`config.mk`:
```
export PLATFORM = sky130hd
export DESIGN_NAME = fifo_sync_param
export DESIGN_NICKNAME = d
export VERILOG_FILES = /design/src/rtl/fifo_sync_param.sv
export SDC_FILE = /design/constraint.sdc
export NUM_CORES = 1
export LEC_CHECK = 0
export BUFFER_PORTS_ARGS = -buffer_cell sky130_fd_sc_hd__buf_2
export CAP_MARGIN = 10
export CORE_MARGIN = 1
export CORE_UTILIZATION = 24
export DETAILED_ROUTE_END_ITERATION = 6
export HOLD_SLACK_MARGIN = 0.08
export SYNTH_ARGS = -nofsm -noshare
export SYNTH_HDL_FRONTEND = slang
export SYNTH_SLANG_ARGS = --single-unit
export TNS_END_PERCENT = 100
```
`constraint.sdc`:
```
create_clock -name clk_w -period 2.1 [get_ports clk_w]
set_input_delay 0.105 -clock clk_w [delete_from_list [all_inputs] [get_ports clk_w]]
set_output_delay 0.105 -clock clk_w [all_outputs]
set_load 0.01 [all_outputs]
```
`src/rtl/fifo_sync_param.sv`:
```
// fifo_sync_param: parametrised single-clock FIFO, circular buffer with
// registered read data, occupancy count and registered status flags.
// Ports: clk_w, reset (sync, active-low), wre/wrd write side,
//   rde/rdd read side (1-cycle latency), full, empty, almost_full,
//   almost_empty, level (0..DEPTH), ovf/udf sticky errors, clr_err.
// Optional: define FIFO_ERR_EN to build the sticky ovf/udf logic;
//   otherwise ovf/udf are tied low and clr_err is ignored.
module fifo_sync_param #(
    parameter int WIDTH     = 8,
    parameter int DEPTH     = 4,
    parameter int AF_MARGIN = 1,
    parameter int AE_MARGIN = 1
) (
    input  logic                       clk_w,
    input  logic                       reset,
    input  logic                       wre,
    input  logic [WIDTH-1:0]           wrd,
    input  logic                       rde,
    output logic [WIDTH-1:0]           rdd,
    output logic                       full,
    output logic                       empty,
    output logic                       almost_full,
    output logic                       almost_empty,
    output logic [$clog2(DEPTH):0]     level,
    output logic                       ovf,
    output logic                       udf,
    input  logic                       clr_err
);

    localparam int AW = $clog2(DEPTH);

    localparam logic [AW:0] LVL_FULL = (AW+1)'(DEPTH);
    localparam logic [AW:0] LVL_AF   = (AW+1)'(DEPTH - AF_MARGIN);
    localparam logic [AW:0] LVL_AE   = (AW+1)'(AE_MARGIN);

    logic [WIDTH-1:0] mem [DEPTH];
    logic [AW-1:0]    wr_ptr;
    logic [AW-1:0]    rd_ptr;
    logic [AW:0]      level_q;
    logic [AW:0]      level_nxt;
    logic             do_wr;
    logic             do_rd;

    // A write while full is only accepted when a read frees a slot
    // on the same edge.
    assign do_wr = wre & (~full | rde);
    assign do_rd = rde & ~empty;

    always_comb begin
        level_nxt = level_q;
        if (do_wr && !do_rd) begin
            level_nxt = level_q + 1'b1;
        end else if (do_rd && !do_wr) begin
            level_nxt = level_q - 1'b1;
        end
    end

    // Storage is deliberately not reset. When full with a read and a
    // write on the same slot, the read below sees the old word.
    always_ff @(posedge clk_w) begin
        if (do_wr && reset) begin
            mem[wr_ptr] <= wrd;
        end
    end

    // DEPTH is a power of two, so the pointers wrap naturally.
    always_ff @(posedge clk_w) begin
        if (!reset) begin
            wr_ptr       <= '0;
            rd_ptr       <= '0;
            level_q      <= '0;
            rdd          <= '0;
            full         <= 1'b0;
            empty        <= 1'b1;
            almost_full  <= 1'b0;
            almost_empty <= 1'b1;
        end else begin
            if (do_wr) begin
                wr_ptr <= wr_ptr + 1'b1;
            end
            if (do_rd) begin
                rdd    <= mem[rd_ptr];
                rd_ptr <= rd_ptr + 1'b1;
            end
            level_q      <= level_nxt;
            // Flags come from the next level so they never lag.
            full         <= (level_nxt == LVL_FULL);
            empty        <= (level_nxt == '0);
            almost_full  <= (level_nxt >= LVL_AF);
            almost_empty <= (level_nxt <= LVL_AE);
        end
    end

    assign level = level_q;

`ifdef FIFO_ERR_EN
    logic ovf_q;
    logic udf_q;

    // Set has priority over clear.
    always_ff @(posedge clk_w) begin
        if (!reset) begin
            ovf_q <= 1'b0;
            udf_q <= 1'b0;
        end else begin
            if (wre && full && !rde) begin
                ovf_q <= 1'b1;
            end else if (clr_err) begin
                ovf_q <= 1'b0;
            end
            if (rde && empty) begin
                udf_q <= 1'b1;
            end else if (clr_err) begin
                udf_q <= 1'b0;
            end
        end
    end

    assign ovf = ovf_q;
    assign udf = udf_q;
`else
    logic unused_clr_err;

    assign unused_clr_err = clr_err;
    assign ovf            = 1'b0;
    assign udf            = 1'b0;
`endif

endmodule

```
==> flow_metrics.tcl, run 1 <==
set metrics [dict create \
    cp.required_ps 2300 \
    holdCritPathClass "primary input to flop" \
    yosys.area.top_type "edfxtp_1" \
    yosysUniqueCellTypes 36 \
    synthSimpleGateAreaFrac 0.124 \
    worstSetupPathType "flop to flop" \
    grtUsageTotal 0.0822 \
    gr-total-overflow 0 \
    grt_busiest_layer "met2" \
    core_um2 8340 \
    drc 0 \
    drv_cap 0 \
    ys.flop_type "edfxtp_1" \
    num_rows 33 \
    use_met1 0.110 \
    cts_buffers 5 \
    clock_latency_ps 310 \
    grtUsageMet3 0.0271 \
    arrival_ps 1940 \
    via_count 1243 \
    powerDensity_nw_per_um2 798 \
    ir_worst_vdd_v 0.000259 \
    htree_num_levels 2 \
    drt_pass1_iterations 4 \
    detail-route-antenna-nets 0 \
    worstSetupEndpointType "flop" \
    tns_ps 0 \
    ys_seq_area_frac 0.638 \
    ys_async_sr_fraction 0 \
    ctsResizeCount 0 \
    place_congestion 0.647 \
    leakage_nw 0.970 \
    period_needed_ps 1730 \
    fin_crit_sh 0.826 \
    detail_route.wl_per_cell_um 11.5 \
    drt-vias-per-instance 4.10 \
    io_pins 30 \
    synth_edf_count 32 \
    drtIter0Drc 67 \
    antenna_found_initial 0 \
    area_growth_pct 21.1 \
    yosys.area.top_type_share 0.457 \
    critPathMaxFanout 6 \
    yosys-top-cells-area "edfxtp_1 (46%), dfxtp_1 (18%), mux4_2 (8.6%), ha_1 (3.6%), nand2_1 (3.6%)" \
    cts_tree "done" \
    fin_nets 216 \
    die_w_um 95.6 \
    met2_usage 0.126 \
    synth.most_common_cell "edfxtp_1" \
    synth_area_um2 2100 \
    yosys_warnings 0 \
    die-area_um2 9140 \
    skew_ps 9.72 \
    max_freq_mhz 576 \
    drive_gt1_frac 0.268 \
    synth_top_family_by_area "simple AND/OR/NAND/NOR gates" \
    synthCells 156 \
    cts_buffer_depth 2 \
    grt_pass1_wl_mm 5.60 \
    die_h_um 95.6 \
    root_buffer "clkbuf_8" \
    cts_sinks 51 \
    grt_max_degree 19 \
    rsz0062_at_grt "no" \
    status "finished clean" \
    io_buffers 26 \
    start_util 0.252 \
    dp_hpwl_mm 2.48 \
    crit_path_start_kind "flop" \
    synth_area_per_cell_um2 13.5 \
    ys_ff_latch 51 \
    cts_setup_buffers 0 \
    synth-adder-area-share 0.0357 \
    synth_compound_area_frac 0.0494 \
    hold_slack_ps 169 \
    synthMuxAreaShare 0.0857 \
    clk_pin_slew_worst_paths_ps 90 \
    antenna_cells 0 \
    setup_viol 0 \
    synth_xor_area_frac 0.0202 \
    slew_viol_final 0 \
    totalWireLength_mm 3.47 \
    hold_violations 0 \
    ys_top_cells_by_count "edfxtp_1 (32), nand2_1 (20), dfxtp_1 (19)" \
    first_global_vias 1150 \
]
[routing by layer]
metal / wire [um] / share of wire
met4: 0 / 0
met5: 0 / 0
met3: 206 / 0.059
met2: 1550 / 0.45
met1: 1710 / 0.49
[path summary, 6_finish.rpt]
path / start / to / slack, ps / depth (start not counted)
max: level[1] / almost_full / 370 / 7
min: wre / wr_ptr[1] / 170 / 3
max reg2reg: level[1] / almost_full / 370 / 7
min reg2reg: rdd[0] / rdd[0] / 460 / 2
[area by class of cell]
type,instances,area [um^2]
inverters,9,33.8
flip-flops and latches,51,1340
clock inverters,3,26.3
well taps,105,131
fillers,860,5800
multi-input cells,88,671
clock buffers,5,68.8
repair buffers,42,273
[cell usage in the layout, fill, tap and decap left out, drive strengths merged]
master	instances
inv	11
a32o	1
nand3	3
a21oi	10
xnor2	2
o21a	1
buf	33
nor2b	1
clkinv	1
a41o	1
and3b	3
o21bai	1
ha	6
nor3	1
conb	2
nand2b	4
dlygate4sd3	9
nor2	11
mux4	8
and2b	1
edfxtp	32
and2	3
clkbuf	5
dfxtp	19
nand2	20
o21ai	3
nor3b	2
nor4bb	1
nand4	1
xor2	2
[worst max-delay path, cell delays in order (launching register included)]
cell and delay (ps):
dfxtp_1 430, inv_1 90, ha_1 310, nor3_1 160
o21ai_0 110, nand4_1 170, and2b_1 200, o21a_1 160
[through the flow]
stage	power (mW)	utilization	instance area [um^2]	cells	worst slack, ps
global placement	1.45	0.283	2360	286	411
finish	2.03	0.305	2540	303	365
CTS	2.06	0.305	2540	303	353
detailed placement	1.46	0.283	2360	286	373
global route	2.14	0.305	2540	303	230
floorplan	1.37	-	2110	157	486
[logic make-up (layout without fill, tap and decap cells)]
group,Yosys count,after routing
other cells,1,2
buf+inv,18,59
compound gates,17,17
mux,8,8
simple gates,51,51
xor+xnor,4,4
fa+ha+maj,6,6
flops,51,51
[sequential cells by signal, indices dropped and copies added (netlist names)]
register,flops
almost_full,1
full,1
level,3
empty,1
rd_ptr,2
rdd,8
wr_ptr,2
mem,32
almost_empty,1
[where the power goes]
| group | switching (mW) | internal (mW) |
|---|---|---|
| combinational | 0.146 | 0.143 |
| clock | 0.344 | 0.246 |
| sequential | 0.0337 | 1.12 |
[repair_timing]
item / 4_1_cts / 5_1_grt
hold buffers: 9 / 0
setup endpoints to repair: 0 / 0
endpoints found under the hold margin: 35 / 0
(Power assumes the default switching activity.)
==> inputs of run 2 (changes only) <==
==> constraint.sdc (replaced) <==
create_clock -name clk_w -period 1.6 [get_ports clk_w]
set_input_delay 0.08 -clock clk_w [delete_from_list [all_inputs] [get_ports clk_w]]
set_output_delay 0.08 -clock clk_w [all_outputs]
set_load 0.01 [all_outputs]
==> run 2 against run 1 <==
  * Critical path depth unchanged
  * Clock power rose by 53%
  * Critical path type unchanged
  * Flip-flop and latch count unchanged
  * Worst hold slack worse by 1.9 ps
  * Utilization increased by 1.2 points
  * Maximum frequency is 14% higher
==> flow_metrics.tcl, run 2 (synthesis results as in run 1) <==
set metrics [dict create \
    critPathMaxFanout 3 \
    setup_viol 0 \
    num_rows 33 \
    drv_cap 0 \
    max_freq_mhz 658 \
    worstSetupPathType "flop to flop" \
    worstSetupEndpointType "flop" \
    drive_gt1_frac 0.322 \
    cts_buffer_depth 2 \
    cp.required_ps 1810 \
    skew_ps 7.24 \
    cts_sinks 51 \
    holdCritPathClass "primary input to flop" \
    htree_num_levels 2 \
    crit_path_start_kind "flop" \
    cts_buffers 5 \
    drt-vias-per-instance 4.26 \
    top_register "mem" \
    first_global_vias 1253 \
    gr-total-overflow 0 \
    start_util 0.252 \
    io_buffers 26 \
    n_fill_cell 861 \
    root_buffer "clkbuf_8" \
    totalWireLength_mm 3.70 \
    hold_violations 0 \
    grtUsageTotal 0.0920 \
    antenna_cells 0 \
    rsz0062_at_grt "no" \
    power.total_mw 2.86 \
    tns_ps 0 \
    detail-route-antenna-nets 0 \
    core_um2 8340 \
    status "finished clean" \
    powerDensity_nw_per_um2 1080 \
    antenna_found_initial 0 \
    fin_crit_sh 0.950 \
    leakage_nw 1.01 \
    largest_reg_flops 32 \
    clock_latency_ps 300 \
    via_count 1309 \
    ir_worst_vdd_v 0.000505 \
    clk_pin_slew_worst_paths_ps 90 \
    drt_pass1_iterations 4 \
    die-area_um2 9140 \
    slew_viol_final 0 \
    final_common_cell "edfxtp_1" \
    layout_common_cells "edfxtp_1 (32), buf_2 (26), nand2_1 (20), dfxtp_1 (16), nor2_1 (11)" \
    drc 0 \
    arrival_ps 1730 \
    dp_hpwl_mm 2.65 \
    area_growth_pct 25.8 \
    place_congestion 0.661 \
    grt_pass1_wl_mm 6.14 \
    cts_tree "done" \
    grt_max_degree 18 \
    detail_route.wl_per_cell_um 12.1 \
    die_h_um 95.6 \
    fin_nets 220 \
    period_needed_ps 1520 \
    io_pins 30 \
    die_w_um 95.6 \
    drtIter0Drc 66 \
]
==> run 2: changes by cell type in the layout (fill, tap and decap cells not counted), sizes merged <==
| cell | change |
|---|---|
| bufinv | +1 |
| inv | -1 |
| clkinv | -1 |
| buf | +4 |
| clkinvlp | +1 |
==> run 2: final timing paths <==
path                            cells past startpoint  slack, ps  startpoint   endpoint
worst max-delay path                                7         80    level[1]       full
worst min-delay path                                3        170         wre  wr_ptr[1]
worst max register to register                      7         80    level[1]       full
worst min register to register                      2        460      rdd[4]     rdd[4]
==> run 2: timing repair <==
item / CTS / global route
setup buffers: 1 / 0
hold buffers: 9 / 0
endpoints found under the setup margin: 1 / 4
resized for setup: 3 / 6
pin swaps: 1 / 4
hold endpoints to repair: 37 / 0
==> run 2: where the power goes <==
| group | total (mW) | internal (mW) | switching (mW) |
|---|---|---|---|
| sequential | 1.51 | 1.47 | 0.0395 |
| clock | 0.901 | 0.471 | 0.430 |
| combinational | 0.450 | 0.233 | 0.217 |
==> run 2: cell type report <==
type                       count  area (um^2)  share of cell area
sequential                    51         1350               0.509
multi-input combinational     88          703               0.266
timing repair buffer          46          315               0.119
tap                          105          131              0.0497
clock buffer                   5         68.8              0.0260
clock inverter                 3         46.3              0.0175
inverter                       9         33.8              0.0128
==> run 2: worst max-delay path: stages, from the launching register on <==
cell      delay (ps)
dfxtp_2          340
inv_2             50
ha_4             140
nor4bb_4         150
a41o_1           250
xor2_2           190
and2_4           160
and3b_1          150
==> run 2: stage by stage <==
stage                     setup slack, ps  hold WS [ps]  area [um^2]  utilization  cells
after global placement               45.2           297         2400        0.287    289
after CTS                            32.9           126         2630        0.315    307
after detailed placement             4.00           297         2400        0.287    289
after global routing                 5.87           161         2640        0.317    307
after floorplan                      60.9           142         2110            -    157
final                                79.8           167         2640        0.317    307
==> run 2: metal layers <==
metal / GRT usage / up-vias / share of wire / routed length [um]
met1: 0.115 / 634 / 0.48 / 1760
met3: 0.0271 / 6 / 0.045 / 167
met2: 0.145 / 38 / 0.46 / 1700
met4: 0.0448 / 0 / 0.020 / 74
li1: - / 631 / - / -
met5: 0 / - / 0 / 0
